<file path="config.mk">
export PLATFORM = sky130hd
export DESIGN_NAME = program_loader
export DESIGN_NICKNAME = d
export VERILOG_FILES = /design/src/rtl/aeolus_pkg.sv /design/src/rtl/program_loader.sv
export SDC_FILE = /design/constraint.sdc
export NUM_CORES = 1
export LEC_CHECK = 0
export BUFFER_PORTS_ARGS = -buffer_cell sky130_fd_sc_hd__buf_2
export CAP_MARGIN = 20
export CORE_MARGIN = 2
export CORE_UTILIZATION = 52
export CTS_CLUSTER_DIAMETER = 200
export DETAILED_ROUTE_END_ITERATION = 16
export HOLD_SLACK_MARGIN = 0.15
export PLACE_DENSITY = 0.75
export REMOVE_ABC_BUFFERS = 1
export SLEW_MARGIN = 20
export SYNTH_ARGS = -nofsm -noshare
export SYNTH_HDL_FRONTEND = slang
export SYNTH_SLANG_ARGS = --single-unit
</file>
<file path="constraint.sdc">
create_clock -name clk -period 5.78 [get_ports clk]
set_clock_uncertainty 0.15 [all_clocks]
set_input_delay 0.867 -clock clk [delete_from_list [all_inputs] [get_ports clk]]
set_output_delay 0.867 -clock clk [all_outputs]
set_load 0.02 [all_outputs]
</file>
<file path="src/rtl/aeolus_pkg.sv">
// Shared definitions for the aeolus boot path: stream sync marker and
// the program loader's state encoding.
package aeolus_pkg;

  localparam logic [7:0] SYNC_BYTE = 8'hA5;

  typedef enum logic [3:0] {
    IDLE  = 4'd0,
    HUNT  = 4'd1,
    LEN   = 4'd2,
    DATA  = 4'd3,
    WR_HI = 4'd4,
    WR_LO = 4'd5,
    CHK   = 4'd6,
    DONE  = 4'd7,
    ERR   = 4'd8
  } loader_state_t;

endpackage

</file>
<file path="src/rtl/program_loader.sv">
// Receives a framed opcode stream (SYNC, N, packed nibbles, XOR checksum),
// writes one opcode per mem_we pulse and holds the CPU until the load is good.
module program_loader
  import aeolus_pkg::*;
#(
  parameter int ADDR_WIDTH   = 8,
  parameter int OPCODE_WIDTH = 4   // two opcodes per stream byte; only 4 is meaningful
) (
  input  logic                    clk,
  input  logic                    reset,
  input  logic                    start,
  input  logic [7:0]              in_data,
  input  logic                    in_valid,
  output logic                    in_ready,
  output logic                    mem_we,
  output logic [ADDR_WIDTH-1:0]   mem_addr,
  output logic [OPCODE_WIDTH-1:0] mem_wdata,
  output logic                    cpu_hold,
  output logic                    done,
  output logic                    err,
  output logic [7:0]              loaded_len,
  output loader_state_t           state
);

  // Handshake: a byte transfers on a rising edge where in_valid && in_ready;
  // in_ready depends only on state, never on in_valid or start.

  loader_state_t           state_next;
  logic [ADDR_WIDTH-1:0]   addr, addr_next;
  logic [7:0]              remaining, remaining_next;
  logic [7:0]              byte_q, byte_next;
  logic [7:0]              csum, csum_next;
  logic [7:0]              len_next;
  logic                    accept;

  assign in_ready = (state == HUNT) || (state == LEN) || (state == DATA) || (state == CHK);
  assign accept   = in_valid && in_ready;
  assign mem_we   = (state == WR_HI) || (state == WR_LO);
  assign mem_addr = addr;
  assign done     = (state == DONE);
  assign err      = (state == ERR);
  assign cpu_hold = (state != DONE);

  always_comb begin
    mem_wdata = '0;
    if (state == WR_HI) mem_wdata = byte_q[7:4];
    else if (state == WR_LO) mem_wdata = byte_q[3:0];
  end

  always_comb begin
    state_next     = state;
    addr_next      = addr;
    remaining_next = remaining;
    byte_next      = byte_q;
    csum_next      = csum;
    len_next       = loaded_len;
    case (state)
      IDLE, DONE, ERR: begin
        if (start) begin
          state_next = HUNT;
          addr_next  = '0;
          csum_next  = '0;
        end
      end
      HUNT: begin
        if (accept && in_data == SYNC_BYTE) state_next = LEN;
      end
      LEN: begin
        if (accept) begin
          if (in_data == 8'd0) begin
            state_next = ERR;
          end else begin
            len_next       = in_data;
            remaining_next = in_data;
            state_next     = DATA;
          end
        end
      end
      DATA: begin
        // The whole byte enters the checksum even if its low nibble is never written.
        if (accept) begin
          byte_next  = in_data;
          csum_next  = csum ^ in_data;
          state_next = WR_HI;
        end
      end
      WR_HI: begin
        addr_next      = addr + ADDR_WIDTH'(1);
        remaining_next = remaining - 8'd1;
        state_next     = (remaining != 8'd1) ? WR_LO : CHK;
      end
      WR_LO: begin
        addr_next      = addr + ADDR_WIDTH'(1);
        remaining_next = remaining - 8'd1;
        state_next     = (remaining != 8'd1) ? DATA : CHK;
      end
      CHK: begin
        if (accept) state_next = (in_data == csum) ? DONE : ERR;
      end
      default: state_next = IDLE;
    endcase
  end

  always_ff @(posedge clk) begin
    if (!reset) begin
      state      <= IDLE;
      addr       <= '0;
      remaining  <= '0;
      byte_q     <= '0;
      csum       <= '0;
      loaded_len <= '0;
    end else begin
      state      <= state_next;
      addr       <= addr_next;
      remaining  <= remaining_next;
      byte_q     <= byte_next;
      csum       <= csum_next;
      loaded_len <= len_next;
    end
  end

endmodule

</file>
Word level (Yosys, flattened, before mapping)

Index checks and enable logic that the tools add are counted.

ROM bits: 0
Memories: 0
Logic and storage cells: 66
Input bits: 12
Bits in writable memories: 0
Output and inout bits: 29
Latch bits: 0
Register bits: 44

Add/sub/neg operators: 2
Magnitude comparators: 0
Bitwise logic cells: 2
Muxes and demuxes: 19
Shifts and indexed selects: 0
Div/mod/pow operators: 0
Reduce and logical (&&, ||, !) cells: 19
Multipliers: 0
Equality and inequality tests: 18

Operators by type and width:

| cell                                                                | number |
|---|---|
| 8-bit one-hot mux with 2 select lines                               | 3 |
| 4-bit 2-to-1 mux                                                    | 9 |
| 8-bit 2-to-1 mux                                                    | 4 |
| 4-bit one-hot mux with 7 select lines                               | 1 |
| 4-bit by 3-bit == test with 1-bit output (second input constant)    | 4 |
| 2-bit != test (second input constant)                               | 5 |
| 3-bit AND reduction                                                 | 3 |
| 8-bit by 1-bit adder with 8-bit output (second input constant)      | 1 |
| 4-bit by 2-bit == test with 1-bit output (second input constant)    | 2 |
| 8-bit == test                                                       | 1 |
| 8-bit == test (second input constant)                               | 1 |
| 8-bit zero test                                                     | 1 |
| 8-bit by 1-bit != test with 1-bit output (second input constant)    | 1 |
| 8-bit by 1-bit subtractor with 8-bit output (second input constant) | 1 |
| 8-bit bitwise XOR                                                   | 1 |
| 2-bit nonzero test                                                  | 3 |
| 5-bit AND reduction                                                 | 1 |
| 4-bit by 1-bit == test with 1-bit output (second input constant)    | 1 |
| 4-bit == test (second input constant)                               | 1 |
| 4-bit zero test                                                     | 1 |
| 1-bit logical OR                                                    | 4 |
| 4-bit by 3-bit != test with 1-bit output (second input constant)    | 1 |
| 2-bit AND reduction                                                 | 2 |
| 3-bit 2-to-1 mux                                                    | 1 |
| 6 further kinds                                                     | 7 |

Logic depth before layout (Yosys ltp)

Gate-level depths: netlist of the first run.

Depth after elaboration: 8
Depth in mapped cells: 7
Gate-level depth less buffers: 6

Worst setup path before layout of the first run

Ideal clock, no wire load.

Path type: input to register
Start: input in_data[7]
End: register remaining[7]
Path slack: 3.315 ns
Setup time: 0.120 ns
Stages: 5
Data required time: 5.510 ns
Arrival time: 2.196 ns
Buffers on the path: 1
Cells stage by stage: nor4_1 > a2111o_1 > buf_2 > nor2_1 > o31a_1

Longest elaborated chain between the ends: 3
Elaborated cells on any way between the ends: 6
Classes of those cells: eq/ne (1); mux (3); reduce/logical (2)

RTL lines:

| element                                                                                              | line                  | source |
|---|---|---|
| from (decl)                                                                                          | program_loader.sv:12  | `input logic [7:0] in_data,` |
| 8-bit zero test / 8-bit 2-to-1 mux (equally long branches)                                           | program_loader.sv:70  | `if (in_data == 8'd0) begin` |
| 2-bit != test (no source line) / 8-bit 2-to-1 mux (equally long branches)                            | n/a                   |  |
| 3-bit AND reduction (no source line) / 8-bit one-hot mux with 2 select lines (equally long branches) | n/a                   |  |
| to (signal assigned)                                                                                 | program_loader.sv:115 | `remaining <= remaining_next;` |
| to (decl)                                                                                            | program_loader.sv:30  | `logic [7:0] remaining, remaining_next;` |

Several ways; a longest one is shown, not always the timed one. The select of a mux whose other input is x is not followed.
A chain may end at the register's enable or synchronous reset.

Worst setup path after layout of the first run

Start: register state[2]
End: output mem_we

Longest elaborated chain between the ends: 2
Elaborated cells on any way between the ends: 3
Classes of those cells: eq/ne (2); reduce/logical (1)

RTL lines:

| element                                  | line                  | source |
|---|---|---|
| from (decl)                              | program_loader.sv:22  | `output loader_state_t state` |
| from (signal assigned)                   | program_loader.sv:113 | `state <= state_next;` |
| 4-bit by 3-bit == test with 1-bit output | program_loader.sv:38  | `assign mem_we = (state == WR_HI) \|\| (state == WR_LO);` |
| 1-bit logical OR *                       | program_loader.sv:38  |  |
| to (decl)                                | program_loader.sv:15  | `output logic mem_we,` |

Every way passes the cells marked *; elsewhere a longest branch is shown, timed or not.

==> summary.md, run 1 <==
| Metric | Value |
|---|---|
| Min cycle time layout | 3.02 ns |
| R2r startpoint | state[0] |
| Post-DRT Antenna Nets | 0 |
| Hold Path Origin | loaded_len[5] |
| Via Count | approximately 2200 |
| RSZ-0062 raised after global routing | false |
| Vias in the first global route | 2029 |
| Max_cap viols | 0 |
| Die Y-Extent | 71.1 µm |
| Min-Delay Path Class | reg -> reg |
| Hold buffer count at cts | 0 |
| Core Area | 0.00435 mm² |
| R2R cell count | 5 |
| Synth-to-layout area growth | 13.8% |
| Starting density of the core | 0.538 |
| Routed WL | 5510 µm |
| Routability-driven placement congestion ratio | 0.840 |
| Max Fanout on Critical Path | 14 |
| Type of origin of the critical path | flip-flop |
| # setup viols final | 0 |
| PD cells | 337 mW/mm² |
| Final critical-path share of the clock period | 0.522 |
| # resized after CTS | 0 |
| Clk slew on worst S/H paths | 0.08 ns |
| Status | finished clean |
| Post-DP HPWL | approximately 3800 µm |
| Clock latency on the worst-skew pair | 0.29 ns |
| Yosys warnings | 0 |
| Ys async rst share | 0 |
| R2r endpoint | csum[1] |
| H-tree level count | 2 |
| Post-route setup TNS | 0 ns |
| Leakage | 1.05 nW |
| Initial antenna violation count | 0 |
| Synth Instances | 293 |
| N_diodes | 0 |
| Fin. Hold Viols | 0 |
| Root buf cell | clkbuf_8 |
| Row count | 24 |
| Dpl ws | 2.92 ns |
| Ranking of synthesized cells by area | dfxtp_1, nand2_1, a21oi_1, nor2_1, o21ai_0 |
| CP required | approximately 4.8 ns |
| Die width | 71.1 µm |
| VDD IR-drop max | 171 µV |
| CTS Sinks | 44 |
| Setup ws final | 2.76 ns |
| Worst-Margin Slew | between 0.8 and 0.9 ns |
| Max-slew headroom | 0.419 |
| Max-slew violations | 0 |
| Most numerous cell in the Yosys netlist | dfxtp_1 |
| Critical Path Sink Type | output pin |
| Hold path depth | 2 |
| Share of the synthesized area in the top cell type | 0.376 |
| Sequential-to-total area share from yosys stat | 0.376 |
| Cts bufs inserted | 5 |
| Largest net degree at the start of global routing | 26 |
| GRT met3 Usage | 0.0456 |
| Drt drc | 0 |
| EDFF count, synth | 0 |
| Layout cell share with drive strength beyond 1 | 0.171 |
| # Post-CTS Setup Buffers | 0 |
| CTS tree | yes |
| Die area | a little over 0.005 mm² |
| WHS | 0.305 ns |
| Prevailing post-synth register cell | dfxtp_1 |
| Hold endpoint | loaded_len[5] |
| Max Buffers Root-to-Sink | 2 |
| Drt via density | around 5.8 |
| Distinct cells, synth | 55 |
| I/O Pins | 41 |
| Top post-synthesis cells by count | dfxtp_1, nand2_1, nor2_1 |
| All-Layer GR Usage | 0.232 |
| First-pass GRT wire length | 9390 µm |
| Worst R2R Setup Slack | 2.93 ns |
| Routed WL per cell | roughly 15 µm |
| Syn Std Cell Area | 0.00234 mm² |
| Achievable frequency | 0.331 GHz |
| Critical path type | reg -> out |
| Seq cells post-synth | 44 |
| Arr. time, crit path | 2.00 ns |
| Mapped Avg Cell Area | about 8.0 µm² |
| Total congestion overflow | 0 |
| Busiest grt layer | met2 |
| Final nets | 342 |
| Synth area leader | dfxtp_1 |
| Final core utilization | 0.612 |
| Met2 Use GR | 0.393 |
| I/O Buffers | 40 |
| Grt met1 use | 0.296 |
| DRC marker count from the first detailed-route iteration | 125 |
| Total power draw | 0.898 mW |
| First-pass DRT Iterations | 4 |
==> worst max path at each step <==
stage / endpoint / depth (start not counted) / from
2_1_floorplan: mem_wdata[0] / 2 / state[2]
3_3_place_gp: remaining[7] / 5 / in_data[5]
3_5_place_dp: remaining[7] / 5 / in_data[5]
4_1_cts: mem_we / 3 / state[2]
5_1_grt: csum[7] / 5 / state[0]
6_report: mem_we / 3 / state[2]
==> critical path: stages (launching register included) <==
cell	delay, ns
dfxtp_1	0.61
or3b_1	0.64
inv_1	0.26
buf_2	0.20
==> kinds of logic after synthesis <==
family / Yosys count / share of synthesized area
xor+xnor: 6 / 0.0224
simple gates: 134 / 0.296
buf+inv: 23 / 0.0449
compound gates: 79 / 0.228
mux: 4 / 0.0171
fa+ha+maj: 3 / 0.0160
flops: 44 / 0.376
==> state kept, by name (all words and copies together) (netlist names) <==
name	count
csum	8
byte_q	8
state	4
mem_addr	8
remaining	8
loaded_len	8
==> stage by stage <==
step | std cells | instance area, µm²
5_1_grt | 380 | 2670
4_1_cts | 380 | 2670
3_3_place_gp | 372 | 2540
6_report | 380 | 2670
3_5_place_dp | 372 | 2540
2_1_floorplan | 280 | 2270
==> layout make-up <==
cell class              count  area, µm²
flip-flops and latches     44        881
fillers                   409       1690
inverters                  10       37.5
multi-input cells         226       1360
repair buffers             40        200
well taps                  52       65.1
clock buffers               7       96.3
clock inverters             1       30.0
==> report_power, final <==
group	internal [mW]	switching (mW)
sequential	0.330	0.0459
clock	0.153	0.103
combinational	0.104	0.163
==> cells in the final DEF (no fill, tap or decap), types with 5 or more instances in the layout <==
cell type,n
nor3_1,5
o21ai_0,17
nand2_1,40
buf_2,40
a21oi_1,29
dfxtp_1,44
nor2_1,36
inv_1,10
clkbuf_8,7
a21boi_0,7
nand3_1,5
or3_1,7
nand2b_1,10
==> metal layers <==
layer	vias to the layer above	wire, µm
met5	-	0
met3	7	317
met4	0	82
met2	64	2540
li1	1109	-
met1	1030	2570
(Power assumes the default switching activity.)
==> inputs of run 2 (changes only) <==
clock period = 3.1 ns   (was 5.78 ns; I/O delays follow)
==> summary.md, run 2 (same netlist as run 1, synthesis figures left out) <==
| Metric | Value |
|---|---|
| Status | finished clean (unchanged) |
| Starting density of the core | 0.538 (unchanged) |
| # Post-CTS Setup Buffers | 0 (unchanged) |
| Switching part of the total | 0.371 (was 0.347) |
| Initial antenna violation count | 0 (unchanged) |
| Switch Pwr | 0.589 mW (was 0.312 mW) |
| Via Count | 2161 (was 2210) |
| PD cells | 594 mW/mm² (was 337 mW/mm²) |
| # setup viols final | 0 (unchanged) |
| Filler cells | 401 (was 409) |
| RSZ-0062 raised after global routing | false (unchanged) |
| First-pass GRT wire length | 9030 µm (was 9390 µm) |
| First-pass DRT Iterations | 4 (unchanged) |
| Die width | 71.1 µm (unchanged) |
| Hold buffer count at cts | 0 (unchanged) |
| DRC marker count from the first detailed-route iteration | 175 (was 125) |
| Comb pwr share | 0.330 (was 0.297) |
| Post-DP HPWL | 3750 µm (was 3800 µm) |
| Core Area | 0.00435 mm² (unchanged) |
| Vias in the first global route | 1926 (was 2029) |
| WHS | 0.307 ns (was 0.305 ns) |
| Fin area | 0.00267 mm² (about the same) |
| CTS tree | yes (unchanged) |
| Post-route setup TNS | 0 ns (unchanged) |
| All-Layer GR Usage | 0.221 (was 0.232) |
| Post-DRT Antenna Nets | 0 (unchanged) |
| Arr. time, crit path | 1.97 ns (was 2.00 ns) |
| Worst R2R Setup Slack | 0.61 ns (was 2.93 ns) |
| Critical Path Sink Type | output pin (unchanged) |
| Setup ws final | 0.519 ns (was 2.76 ns) |
| Commonest non-fill, non-tap cell in the layout | dfxtp_1 (unchanged) |
| Cts bufs inserted | 5 (unchanged) |
| Routed WL | 5400 µm (was 5510 µm) |
| Max-slew violations | 0 (unchanged) |
| Die area | 0.00506 mm² (unchanged) |
| Routability-driven placement congestion ratio | 0.821 (was 0.840) |
| Final critical-path share of the clock period | 0.833 |
| Synth-to-layout area growth | 14.0% (was 13.8%) |
| Seq pwr share | 0.430 (was 0.418) |
| Routed WL per cell | 14.0 µm (was 14.5 µm) |
| Min-Delay Path Class | reg -> reg (unchanged) |
| Dpl cell area | 0.00258 mm² (was 0.00254 mm²) |
| H-tree level count | 2 (unchanged) |
| Max-slew headroom | 0.464 (was 0.419) |
| Sequence of cells on the critical path | or3b_1, inv_1, buf_2 (unchanged) |
| CP max stage cell | or3b_1 (unchanged) |
| Clock latency on the worst-skew pair | 0.30 ns (was 0.29 ns) |
| VDD IR-drop max | 339 µV (was 171 µV) |
| I/O Pins | 41 (unchanged) |
| Final nets | 347 (was 342) |
| Clock power share | 0.240 (was 0.285) |
| Drt via density | 5.61 (was 5.82) |
| Max Fanout on Critical Path | 14 (unchanged) |
| Dpl ws | 0.610 ns (was 2.92 ns) |
| Max Buffers Root-to-Sink | 2 (unchanged) |
| Achievable frequency | around 0.39 GHz |
| Worst-Margin Slew | 0.797 ns (was 0.871 ns) |
| N_diodes | 0 (unchanged) |
| Leakage | 1.06 nW (was 1.05 nW) |
| Die Y-Extent | 71.1 µm (unchanged) |
| Fin. Hold Viols | 0 (unchanged) |
| Critical path type | reg -> out (unchanged) |
| CP required | 2.48 ns (was 4.76 ns) |
| Max incr delay on CP | 0.61 ns (was 0.64 ns) |
| Type of origin of the critical path | flip-flop (unchanged) |
| Root buf cell | clkbuf_8 (unchanged) |
| Most frequent cells in the layout | dfxtp_1, nand2_1, buf_2 (unchanged) |
| Total congestion overflow | 0 (unchanged) |
| Final core utilization | 0.613 (was 0.612) |
| Min cycle time layout | 2.58 ns |
| I/O Buffers | 40 (unchanged) |
| Row count | 24 (unchanged) |
| Int Pwr | 0.998 mW (was 0.586 mW) |
| Clk slew on worst S/H paths | 0.08 ns (about the same) |
| Layout cell share with drive strength beyond 1 | 0.183 (was 0.171) |
| Drt drc | 0 (unchanged) |
| # resized after CTS | 0 (unchanged) |
| CTS Sinks | 44 (unchanged) |
| Max_cap viols | 0 (unchanged) |
| Largest net degree at the start of global routing | 25 (was 26) |
-- run 2: changes by cell type in the layout (fill, tap and decap cells not counted) --
cell       previous run  this run
buf_4                 0         5
clkinv_2              0         2
bufinv_16             1         0
clkbuf_8              7         6
-- run 2: area by class of cell --
| class | count | area [µm²] | area share |
|---|---|---|---|
| timing repair buffer | 45 | 238 | 0.0890 |
| multi-input combinational | 226 | 1360 | 0.508 |
| clock buffer | 6 | 82.6 | 0.0309 |
| inverter | 10 | 37.5 | 0.0141 |
| sequential | 44 | 881 | 0.330 |
| tap | 52 | 65.1 | 0.0244 |
| clock inverter | 2 | 10.0 | 0.00375 |
-- run 2: power groups by stage --
| stage | logic, mW | clock network [mW] | registers, mW |
|---|---|---|---|
| finish | 0.523 | 0.381 | 0.683 |
| global route | 0.581 | 0.409 | 0.693 |
| CTS | 0.521 | 0.388 | 0.681 |
| detailed placement | 0.519 | 0 | 0.693 |
| global placement | 0.515 | 0 | 0.694 |
| floorplan | 0.334 | 0 | 0.720 |
-- run 2: per-layer routing --
metal / vias to the layer above / GRT usage / wire length (µm) / share of wire
li1: 1115 / - / - / -
met1: 1000 / 0.318 / 2690 / 0.50
met2: 44 / 0.340 / 2490 / 0.46
met3: 2 / 0.0456 / 203 / 0.038
met4: 0 / 0.0587 / 15 / 0.0028
met5: - / 0 / 0 / 0
-- run 2: path summary, 6_finish.rpt --
| kind | start | to | cells past startpoint |
|---|---|---|---|
| setup / recovery | state[2] | mem_we | 3 |
| hold / removal | byte_q[3] | byte_q[3] | 2 |
| setup reg to reg | state[2] | remaining[7] | 5 |
| hold reg to reg | byte_q[3] | byte_q[3] | 2 |
-- run 2: stage by stage --
stage / total power [mW] / std cells
floorplan: 1.05 / 280
global placement: 1.21 / 377
detailed placement: 1.21 / 377
CTS: 1.59 / 385
global route: 1.68 / 385
finish: 1.59 / 385
-- run 2: worst max-delay path, delay by kind of cell, from the launching register on --
| kind | cells | cell delay (ns) |
|---|---|---|
| buffers and inverters | 2 | 0.47 |
| DFF | 1 | 0.60 |
| and+or+nand+nor | 1 | 0.61 |
==> inputs of run 3 (changes only) <==
clock period = 2.6 ns   (was 3.1 ns; I/O delays follow)
==> summary.md, run 3 (same netlist as run 1, synthesis figures left out) <==
| Metric | Value |
|---|---|
| Leakage | 1.09 nW (was 1.06 nW) |
| Int Pwr | 1.28 mW (was 0.998 mW) |
| Max-slew headroom | 0.701 (was 0.464) |
| GRT met3 Usage | 0.0527 (was 0.0456) |
| Clock power share | 0.260 (was 0.240) |
| Hold path depth | 3 (was 2) |
| Die area | 0.00506 mm² (unchanged) |
| Cts bufs inserted | 5 (unchanged) |
| CTS Sinks | 44 (unchanged) |
| Critical Path Sink Type | output pin (unchanged) |
| Busiest grt layer | met2 (unchanged) |
| Starting density of the core | 0.538 (unchanged) |
| Most frequent cells in the layout | dfxtp_1, nand2_1, buf_2 (unchanged) |
| Row count | 24 (unchanged) |
| Arr. time, crit path | 1.61 ns (was 1.97 ns) |
| Switch Pwr | 0.704 mW (was 0.589 mW) |
| Root buf cell | clkbuf_8 (unchanged) |
| Total congestion overflow | 0 (unchanged) |
| Largest net degree at the start of global routing | 25 (unchanged) |
| Routed WL | 5730 µm (was 5400 µm) |
| Core Area | 0.00435 mm² (unchanged) |
| Final nets | 353 (was 347) |
| Drt via density | 5.69 (was 5.61) |
| # resized after CTS | 0 (unchanged) |
| Max Buffers Root-to-Sink | 2 (unchanged) |
| All-Layer GR Usage | 0.246 (was 0.221) |
| Clock latency on the worst-skew pair | 0.30 ns (about the same) |
| Min-Delay Path Class | in -> reg (was reg -> reg) |
| VDD IR-drop max | 430 µV (was 339 µV) |
| Post-route setup TNS | 0 ns (unchanged) |
| Achievable frequency | between 0.4 and 0.5 GHz |
| Filler cells | 393 (was 401) |
| Worst-Margin Slew | 0.446 ns (was 0.797 ns) |
| Layout cell share with drive strength beyond 1 | 0.195 (was 0.183) |
| Initial antenna violation count | 0 (unchanged) |
| I/O Pins | 41 (unchanged) |
| PD cells | 728 mW/mm² (was 594 mW/mm²) |
| Via Count | 2225 (was 2161) |
| Commonest non-fill, non-tap cell in the layout | dfxtp_1 (unchanged) |
| # Post-CTS Setup Buffers | 0 (unchanged) |
| DRC marker count from the first detailed-route iteration | 116 (was 175) |
| Routability-driven placement congestion ratio | 0.857 (was 0.821) |
| Max Fanout on Critical Path | 13 (was 14) |
| Drt drc | 0 (unchanged) |
| First-pass GRT wire length | 9900 µm (was 9030 µm) |
| Die width | 71.1 µm (unchanged) |
| Die Y-Extent | 71.1 µm (unchanged) |
| RSZ-0062 raised after global routing | false (unchanged) |
| Final core utilization | 0.627 (was 0.613) |
| Max_cap viols | 0 (unchanged) |
| Vias in the first global route | 2085 (was 1926) |
| Critical path type | reg -> out (unchanged) |
| N_diodes | 0 (unchanged) |
| Status | finished clean (unchanged) |
| Post-DRT Antenna Nets | 0 (unchanged) |
| Fin. Hold Viols | 0 (unchanged) |
| Type of origin of the critical path | flip-flop (unchanged) |
| Seq pwr share | 0.396 (was 0.430) |
| Comb pwr share | 0.344 (was 0.330) |
| Hold buffer count at cts | 0 (unchanged) |
| # setup viols final | 0 (unchanged) |
| Routed WL per cell | 14.7 µm (was 14.0 µm) |
| Final critical-path share of the clock period | 0.828 |
| Clk slew on worst S/H paths | 0.08 ns (about the same) |
| Min cycle time layout | 2.15 ns |
| Post-DP HPWL | 4010 µm (was 3750 µm) |
| R2R cell count | 5 (unchanged) |
| I/O Buffers | 40 (unchanged) |
| H-tree level count | 2 (unchanged) |
| CP required | 2.06 ns (was 2.48 ns) |
| First-pass DRT Iterations | 4 (unchanged) |
| Grt met1 use | 0.338 (was 0.318) |
| Met2 Use GR | 0.391 (was 0.340) |
| Synth-to-layout area growth | 16.6% (was 14.0%) |
| CTS tree | yes (unchanged) |
| Switching part of the total | 0.354 (was 0.371) |
| Max-slew violations | 0 (unchanged) |
[run 3: final timing paths]
kind / end / slack [ns] / from
hold reg to reg: loaded_len[5] / 0.31 / loaded_len[5]
setup reg to reg: remaining[7] / 0.47 / state[1]
hold / removal: byte_q[0] / 0.25 / in_data[0]
setup / recovery: mem_we / 0.45 / state[1]
[run 3: through the flow]
| stage | power (mW) | std cells | area [µm²] | hold WS, ns | worst slack [ns] |
|---|---|---|---|---|---|
| after global routing | 2.11 | 391 | 2730 | 0.248 | 0.349 |
| after detailed placement | 1.48 | 383 | 2620 | 0.296 | 0.411 |
| after floorplan | 1.26 | 280 | 2270 | 0.282 | 0.215 |
| final | 1.99 | 391 | 2730 | 0.249 | 0.446 |
| after CTS | 1.99 | 391 | 2730 | 0.235 | 0.436 |
| after global placement | 1.47 | 383 | 2620 | 0.291 | 0.457 |
[run 3: routing by layer]
metal  up-vias  share of wire
li1       1125              -
met1      1028           0.47
met2        68           0.46
met3         4          0.064
met4         0         0.0063
met5         -              0
[run 3: power by group through the flow]
| stage | Clock [mW] | Combinational [mW] | Sequential, mW |
|---|---|---|---|
| final | 0.517 | 0.684 | 0.787 |
| after global routing | 0.556 | 0.759 | 0.799 |
| after CTS | 0.527 | 0.681 | 0.787 |
| after detailed placement | 0 | 0.680 | 0.802 |
| after global placement | 0 | 0.671 | 0.801 |
| after floorplan | 0 | 0.399 | 0.858 |
[run 3: cell type report]
cell class,count,area [µm²],area share
Tap cell,52,65.1,0.0238
Inverter,10,37.5,0.0137
Clock inverter,2,35.0,0.0128
Clock buffer,6,72.6,0.0266
Timing Repair Buffer,51,283,0.104
Sequential cell,44,881,0.323
Multi-Input combinational cell,226,1360,0.497
[run 3: critical path, cell delays in order, from the launching register on]
cell	delay, ns
dfxtp_1	0.36
or3b_1	0.37
buf_4	0.20
inv_1	0.18
buf_2	0.20
